==> config.mk <==
export PLATFORM = sky130hd
export DESIGN_NAME = if_fetch_unit_flat
export DESIGN_NICKNAME = d
export VERILOG_FILES = /design/src/rtl/if_fetch_unit_if.sv /design/src/rtl/if_fetch_unit.sv /design/src/flat_wrapper.sv
export SDC_FILE = /design/constraint.sdc
export NUM_CORES = 1
export LEC_CHECK = 0
export ABC_CLOCK_PERIOD_IN_PS = 2210
export CORE_MARGIN = 5
export CORE_UTILIZATION = 45
export DETAILED_ROUTE_END_ITERATION = 10
export GPL_ROUTABILITY_DRIVEN = 0
export GPL_TIMING_DRIVEN = 0
export PLACE_DENSITY = 0.8
export SLEW_MARGIN = 20
export SYNTH_ARGS = -nofsm -noshare
export SYNTH_HDL_FRONTEND = slang
export SYNTH_SLANG_ARGS = --single-unit
==> constraint.sdc <==
create_clock -name clk -period 2.21 [get_ports clk]
set_clock_uncertainty 0.05 [all_clocks]
set_input_delay 0.442 -clock clk [delete_from_list [all_inputs] [get_ports clk]]
set_output_delay 0.442 -clock clk [all_outputs]
set_load 0.02 [all_outputs]
==> src/rtl/if_fetch_unit_if.sv <==
// Instruction-memory request/response bus between the fetch unit (master) and imem (slave).
interface if_fetch_unit_if #(
  parameter int ADDR_W = 32,
  parameter int DATA_W = 32
);
  logic              imem_req;
  logic [ADDR_W-1:0] imem_addr;
  logic              imem_rdy;
  logic [DATA_W-1:0] imem_rdata;

  modport master (output imem_req, output imem_addr, input imem_rdy, input imem_rdata);
  modport slave  (input imem_req, input imem_addr, output imem_rdy, output imem_rdata);
endinterface

==> src/rtl/if_fetch_unit.sv <==
// Instruction fetch producer for the IF/ID register: owns the PC, requests imem every
// cycle it has room, and presents {pc_out, instr_out, valid_out} honouring freeze.
//
// state | meaning
// ------+-------------------------------------------------------------
// BOOT  | single idle cycle after reset release, no fetch request
// RUN   | steady-state fetching; left only through reset
module if_fetch_unit #(
  parameter int              ADDR_W   = 32,
  parameter int              DATA_W   = 32,
  parameter logic [ADDR_W-1:0] RESET_PC = '0,
  parameter int              PC_STEP  = 4
) (
  input  logic                clk,
  input  logic                rst,
  input  logic                freeze,
  input  logic                branch_taken,
  input  logic [ADDR_W-1:0]   branch_addr,
  if_fetch_unit_if.master     imem,
  output logic [ADDR_W-1:0]   pc_out,
  output logic [DATA_W-1:0]   instr_out,
  output logic                valid_out,
  output logic [15:0]         stall_cnt
);

  typedef enum logic {S_BOOT = 1'b0, S_RUN = 1'b1} state_t;

  state_t              state_q, state_d;
  logic [ADDR_W-1:0]   pc_q, pc_d;
  logic [ADDR_W-1:0]   pc_out_q, pc_out_d;
  logic [DATA_W-1:0]   instr_q, instr_d;
  logic                valid_q, valid_d;
  logic [15:0]         stall_q, stall_d;
  logic                req;
  logic                xfer;
  logic [ADDR_W-1:0]   pc_next;

  always_ff @(posedge clk or negedge rst) begin
    if (!rst) begin
      state_q  <= S_BOOT;
      pc_q     <= RESET_PC;
      pc_out_q <= '0;
      instr_q  <= '0;
      valid_q  <= 1'b0;
      stall_q  <= '0;
    end else begin
      state_q  <= state_d;
      pc_q     <= pc_d;
      pc_out_q <= pc_out_d;
      instr_q  <= instr_d;
      valid_q  <= valid_d;
      stall_q  <= stall_d;
    end
  end

  always_comb begin
    state_d  = state_q;
    pc_d     = pc_q;
    pc_out_d = pc_out_q;
    instr_d  = instr_q;
    valid_d  = valid_q;
    stall_d  = stall_q;
    pc_next  = pc_q + ADDR_W'(PC_STEP);

    case (state_q)
      S_BOOT:  state_d = S_RUN;
      S_RUN:   state_d = S_RUN;
      default: state_d = S_BOOT;
    endcase

    // A held (frozen, valid) instruction blocks the request so it is never overwritten.
    req  = (state_q == S_RUN) && !branch_taken && (!valid_q || !freeze);
    xfer = req && imem.imem_rdy;

    if (branch_taken) begin
      pc_d     = branch_addr;
      pc_out_d = '0;
      instr_d  = '0;
      valid_d  = 1'b0;
    end else if (xfer) begin
      pc_d     = pc_next;
      pc_out_d = pc_next;
      instr_d  = imem.imem_rdata;
      valid_d  = 1'b1;
    end else if (!freeze) begin
      pc_out_d = '0;
      instr_d  = '0;
      valid_d  = 1'b0;
    end

    if (req && !imem.imem_rdy && (stall_q != 16'hFFFF)) begin
      stall_d = stall_q + 16'd1;
    end
  end

  assign imem.imem_req  = req;
  assign imem.imem_addr = pc_q;
  assign pc_out         = pc_out_q;
  assign instr_out      = instr_q;
  assign valid_out      = valid_q;
  assign stall_cnt      = stall_q;

endmodule

==> src/flat_wrapper.sv <==
// flat-port wrapper written by rule: the top's interface ports become plain ports
module if_fetch_unit_flat 
#(
  parameter int              ADDR_W   = 32,
  parameter int              DATA_W   = 32,
  parameter logic [ADDR_W-1:0] RESET_PC = '0,
  parameter int              PC_STEP  = 4
)
  (clk, rst, freeze, branch_taken, branch_addr, pc_out, instr_out, valid_out, stall_cnt, imem_imem_req, imem_imem_addr, imem_imem_rdy, imem_imem_rdata);
  if_fetch_unit_if #(.ADDR_W(ADDR_W), .DATA_W(DATA_W)) imem_i ();
  input  logic clk;
  input  logic rst;
  input  logic freeze;
  input  logic branch_taken;
  input  logic [ADDR_W-1:0] branch_addr;
  output logic [ADDR_W-1:0] pc_out;
  output logic [DATA_W-1:0] instr_out;
  output logic valid_out;
  output logic [15:0] stall_cnt;
  output wire logic [$bits(imem_i.imem_req)-1:0] imem_imem_req;
  output wire logic [$bits(imem_i.imem_addr)-1:0] imem_imem_addr;
  input wire logic [$bits(imem_i.imem_rdy)-1:0] imem_imem_rdy;
  input wire logic [$bits(imem_i.imem_rdata)-1:0] imem_imem_rdata;
  assign imem_imem_req = imem_i.imem_req;
  assign imem_imem_addr = imem_i.imem_addr;
  assign imem_i.imem_rdy = imem_imem_rdy;
  assign imem_i.imem_rdata = imem_imem_rdata;
  if_fetch_unit #(.ADDR_W(ADDR_W), .DATA_W(DATA_W), .RESET_PC(RESET_PC), .PC_STEP(PC_STEP)) u_core (.clk(clk), .rst(rst), .freeze(freeze), .branch_taken(branch_taken), .branch_addr(branch_addr), .imem(imem_i), .pc_out(pc_out), .instr_out(instr_out), .valid_out(valid_out), .stall_cnt(stall_cnt));
endmodule
; Yosys cells after proc, flatten, opt, wreduce, memory -nomap -nowiden
; Cells that the tools add are included.
[classes]
n_eq_ne = 2
n_mux = 10
add_sub_neg = 2
reduce_logical = 11
[ops]
columns = operator, n
row1 = 32-bit two-way mux, 7
row2 = "32-bit by 3-bit adder with 32-bit output, second input constant", 1
row3 = "16-bit by 1-bit adder with 16-bit output, second input constant", 1
row4 = "16-bit inequality test, second input constant", 1
row5 = 1-bit logical AND, 5
row6 = 1-bit zero test, 4
row7 = 1-bit two-way mux, 3
row8 = "3-bit by 1-bit inequality test with 1-bit output, second input constant", 1
row9 = 2-bit nonzero test, 1
row10 = 1-bit logical OR, 1
[totals]
elab_cells = 31
regBits = 114

; Logic depth before layout (Yosys ltp)
; Gate-level depths: netlist of the first run.
[logic_depth]
depth_word = 6
mapped_depth = 8
depth_no_buf = 6

; Worst setup path before layout of the first run
; Ideal clock, no wire load.
[synth_path]
path_type = input to register
start = input port branch_taken
end = register u_core.pc_q[28], in the netlist u_core.imem.imem_addr[28]
arrival_time_ps = 1961
stages = 6
setup_slack_ps = 79
path_cell_list = buf_6 -> nand2b_4 -> or3b_4 -> buf_6 -> or4_4 -> a31o_1
[synth_via]
elab_chain_cells = 5
[synth_lines]
columns = item, line
row1 = "start, declared", flat_wrapper.sv:14  ; input logic branch_taken;
row2 = 1-bit zero test, if_fetch_unit.sv:72  ; req = (state_q == S_RUN) && !branch_taken && (!valid_q || !freeze);
row3 = 1-bit logical AND (2 in a row), if_fetch_unit.sv:72
row4 = 1-bit logical AND, if_fetch_unit.sv:73  ; xfer = req && imem.imem_rdy;
row5 = 2-bit nonzero test (no line), -
row6 = "end signal, assigned", if_fetch_unit.sv:48  ; pc_q <= pc_d;
row7 = "end, declared", if_fetch_unit.sv:29  ; logic [ADDR_W-1:0] pc_q, pc_d;
; Parallel ways exist; a longest one is shown, timed or not.
; A chain may end at the register's enable or synchronous reset.

; Worst setup path after layout of the first run
[layout_path]
start = register u_core.pc_q[4], in the netlist u_core.imem.imem_addr[4]
end = register u_core.pc_out_q[29], in the netlist u_core.pc_out[29]
[layout_via]
elab_chain_cells = 3
[layout_lines]
columns = item, line
row1 = 32-bit by 3-bit adder with 32-bit output, if_fetch_unit.sv:63  ; pc_next = pc_q + ADDR_W'(PC_STEP);
row2 = 32-bit two-way mux, if_fetch_unit.sv:80  ; end else if (xfer) begin
row3 = 32-bit two-way mux, if_fetch_unit.sv:75  ; if (branch_taken) begin
row4 = "end signal, assigned", if_fetch_unit.sv:49  ; pc_out_q <= pc_out_d;
row5 = "end, declared", if_fetch_unit.sv:30  ; logic [ADDR_W-1:0] pc_out_q, pc_out_d;
; No other way between the ends.

==> results of run 1 <==
layer usage:
metal	global-route usage	part of all wire	vias up
li1	-	-	2178
met1	0.318	0.41	2368
met2	0.378	0.49	237
met3	0.0653	0.080	41
met4	0.0994	0.028	0
met5	0	0	-
flip-flops by register name, summed over array words and instances (netlist names):
register / flops
u_core.pc_out: 32
u_core.valid_out: 1
u_core.instr_out: 32
u_core.stall_cnt: 16
u_core.state_q: 1
u_core.imem.imem_addr: 32
power by group:
part	leakage, nW	internal, mW	total (mW)	switching [mW]
clock	0.275	1.64	2.53	0.892
combinational	1.50	0.553	1.12	0.567
sequential	1.50	2.24	2.43	0.191
total	3.28	4.43	6.08	1.65
area by class of cell:
class                      instances  area [um^2]
buffer                            31          146
timing repair buffer             193         1930
fill                             868         3450
clock buffer                      24          492
inverter                           6         22.5
multi-input combinational        331         2200
clock inverter                     6         55.1
tap                              143          179
sequential                       114         2850
synthesized netlist by cell type (all sizes together) (10+ instances only):
library cell,count
a22o,36
a22oi,10
clkbuf,24
dfrtp,114
nand2,59
nand3,13
nand4,16
nor2,13
nor3,14
o21ai,50
xnor2,31
xor2,11
cells by family (layout without fill, tap and decap cells):
kind of cell	count (synthesis)	after routing	synth area share
mux	6	6	0.0126
xor+xnor	42	42	0.0712
compound gates	129	129	0.176
buf+inv	37	260	0.0308
other cells	1	1	0.000726
flops	114	114	0.552
fa+ha+maj	2	2	0.00484
simple gates	151	151	0.151
cell usage in the layout (no fill, tap or decap), drive strengths merged, types with 2 or more instances in the layout:
cell and n:
o311ai 6, a22o 36, inv 5, nand2 59, or3 2, ha 2, and2 8, mux2 4
clkbuf 47, and3 6, buf 20, o21ai 50, nand4 16, nor3 14, nor2 13, a21o 6
xor2 11, and4 7, a31oi 2, xnor2 31, o211ai 2, clkdlybuf4s50 178, nor3b 2, a221o 4
nor4 7, a22oi 10, nand3 13, a21oi 6, o211a 2, clkinv 6, mux2i 2, a31o 2
dfrtp 114
through the flow:
| stage | util | power [mW] |
|---|---|---|
| floorplan | - | 2.94 |
| global placement | 0.632 | 3.52 |
| detailed placement | 0.635 | 3.56 |
| CTS | 0.688 | 6.11 |
| global route | 0.696 | 6.32 |
| finish | 0.696 | 6.08 |
path summary, 6_finish.rpt:
kind	from	to	slack, ns	cells past startpoint
max	u_core.imem.imem_addr[4]	u_core.pc_out[29]	-0.003	6
min	freeze	u_core.valid_out	0.31	2
max reg2reg	u_core.imem.imem_addr[4]	u_core.pc_out[29]	-0.003	6
min reg2reg	u_core.pc_out[21]	u_core.pc_out[21]	0.43	2
max in group asynchronous	rst	u_core.stall_cnt[10]	0.94	3
min in group asynchronous	rst	u_core.pc_out[5]	0.47	2
what timing repair did:
item                       4_1_cts  5_1_grt
pin swaps                        2        4
buffers inserted                 4        6
resized for setup                6       14
hold buffers                     1        0
hold endpoints to repair        45        0
setup endpoints to repair       33       10
==> summary.txt, run 1 <==
Clock-pin slew on the worst setup and hold paths - 0.05 ns
Post-Syn Area per Cell - 10.7 um^2
Top Family by Delay on Critical Path - simple AND/OR/NAND/NOR gates
CP Class - flip-flop to flip-flop
Root Driver - clkbuf_16
Peak VDD IR - 640 uV
TNS Setup - -0.00301 ns
Max-slew violation count - 0
Warnings, synthesis - 0
Crit path time final - 2.21 ns
Flip-flop and latch count after synthesis - 114
Crit path largest cell delay - 0.50 ns
Mapped Cells - 482
DR pass1 iterations - 4
Failing checks - negative setup slack
Top FF cell, synth - dfrtp_1
Min-Delay Path Class - primary input to flip-flop
Top cells by area, synth - dfrtp_1, a22o_1, xnor2_1
WL/cell - 19.4 um
Largest fanout on the critical path - 8
Vias in the first global route - 4850
Hold_ws - 0.310 ns
Seq/Total Area, Yosys - 0.552
Data arrival, critical path - 2.42 ns
DP Area - 7180 um^2
Congestion Overflow GR - 0
Asr flop ratio synth - 1.00
Unrepaired setup endpoints after global routing - yes
Worst slew margin - 0.563
Crit path max-delay cell type - dfrtp_1
DRT antenna net count - 0
Largest net degree at the start of global routing - 70
Core ar. - 11300 um^2
Starting density of the core - 0.456
Initial drt markers - 333
Number of enable flip-flop cells after synthesis - 0
Period utilization - 1.00
CTS HTree Levels - 4
Max cap viols - 0
Net Count, Synth - 553
DRC Markers - 0
Initial antenna violation count - 0
Worst-path cell chain - and3_1 > buf_2 > nand4_1 > nor4_1 > xnor2_1 > o21ai_0
Top cell type's share of synthesized area - 0.552
Pleak - 3.28 nW
NumNets Final - 765
Area growth syn-to-layout - 52.5%
CP Capture Type - flip-flop
Clk_lat worst skew - 0.41 ns
WL final - 16500 um
Sink Count - 114
Vias per Instance - 5.69
Outcome - finished with violations
Number of distinct library cells after synthesis - 47
Netlist Area Pre-Place - 5160 um^2
Design Area, Final - 7880 um^2
Die area - 13700 um^2
Detailed Place HPWL - 11600 um
Area leader, netlist - dfrtp_1
Site Rows - 39
Die width - 117 um
N_diodes - 0
GRT Overall Usage - 0.241
First-pass GRT wire length - 25500 um
Tightest Pin Transition - 0.656 ns
Height of the die - 117 um
Port Buffer Count - 181
Clock Path Buffers - 2
Buf+Inv Stages, Crit Path - 1
Element type at the critical path start - flip-flop
Finished Layout Cells - 848
Clock buffer count from CTS - 17
Via count - 4824
P per Cell Area - 772 nW/um^2
Setup WS pre-CTS - -0.836 ns
Data required, critical path - 2.42 ns
Worst setup margin - -0.00301 ns
Placed insts - 807
Layout cells sized above 1 - 0.0936
TritonCTS clock tree - yes
Ports - 183
F_max - 452 MHz
Finish-stage setup viols - 1
Final hold violation count - 0
No activity file was read; power rests on OpenSTA's default activity.
==> run 2: changes to the inputs <==
--- a/config.mk
+++ b/config.mk
@@ -6,8 +6,10 @@
 export NUM_CORES = 1
 export LEC_CHECK = 0
 export ABC_CLOCK_PERIOD_IN_PS = 2210
+export CAP_MARGIN = 0
 export CORE_MARGIN = 5
 export CORE_UTILIZATION = 45
+export CTS_CLUSTER_DIAMETER = 50
 export DETAILED_ROUTE_END_ITERATION = 10
 export GPL_ROUTABILITY_DRIVEN = 0
 export GPL_TIMING_DRIVEN = 0
==> results of run 2 <==
The final DEF is identical to that of run 1; final timing and power are the same.
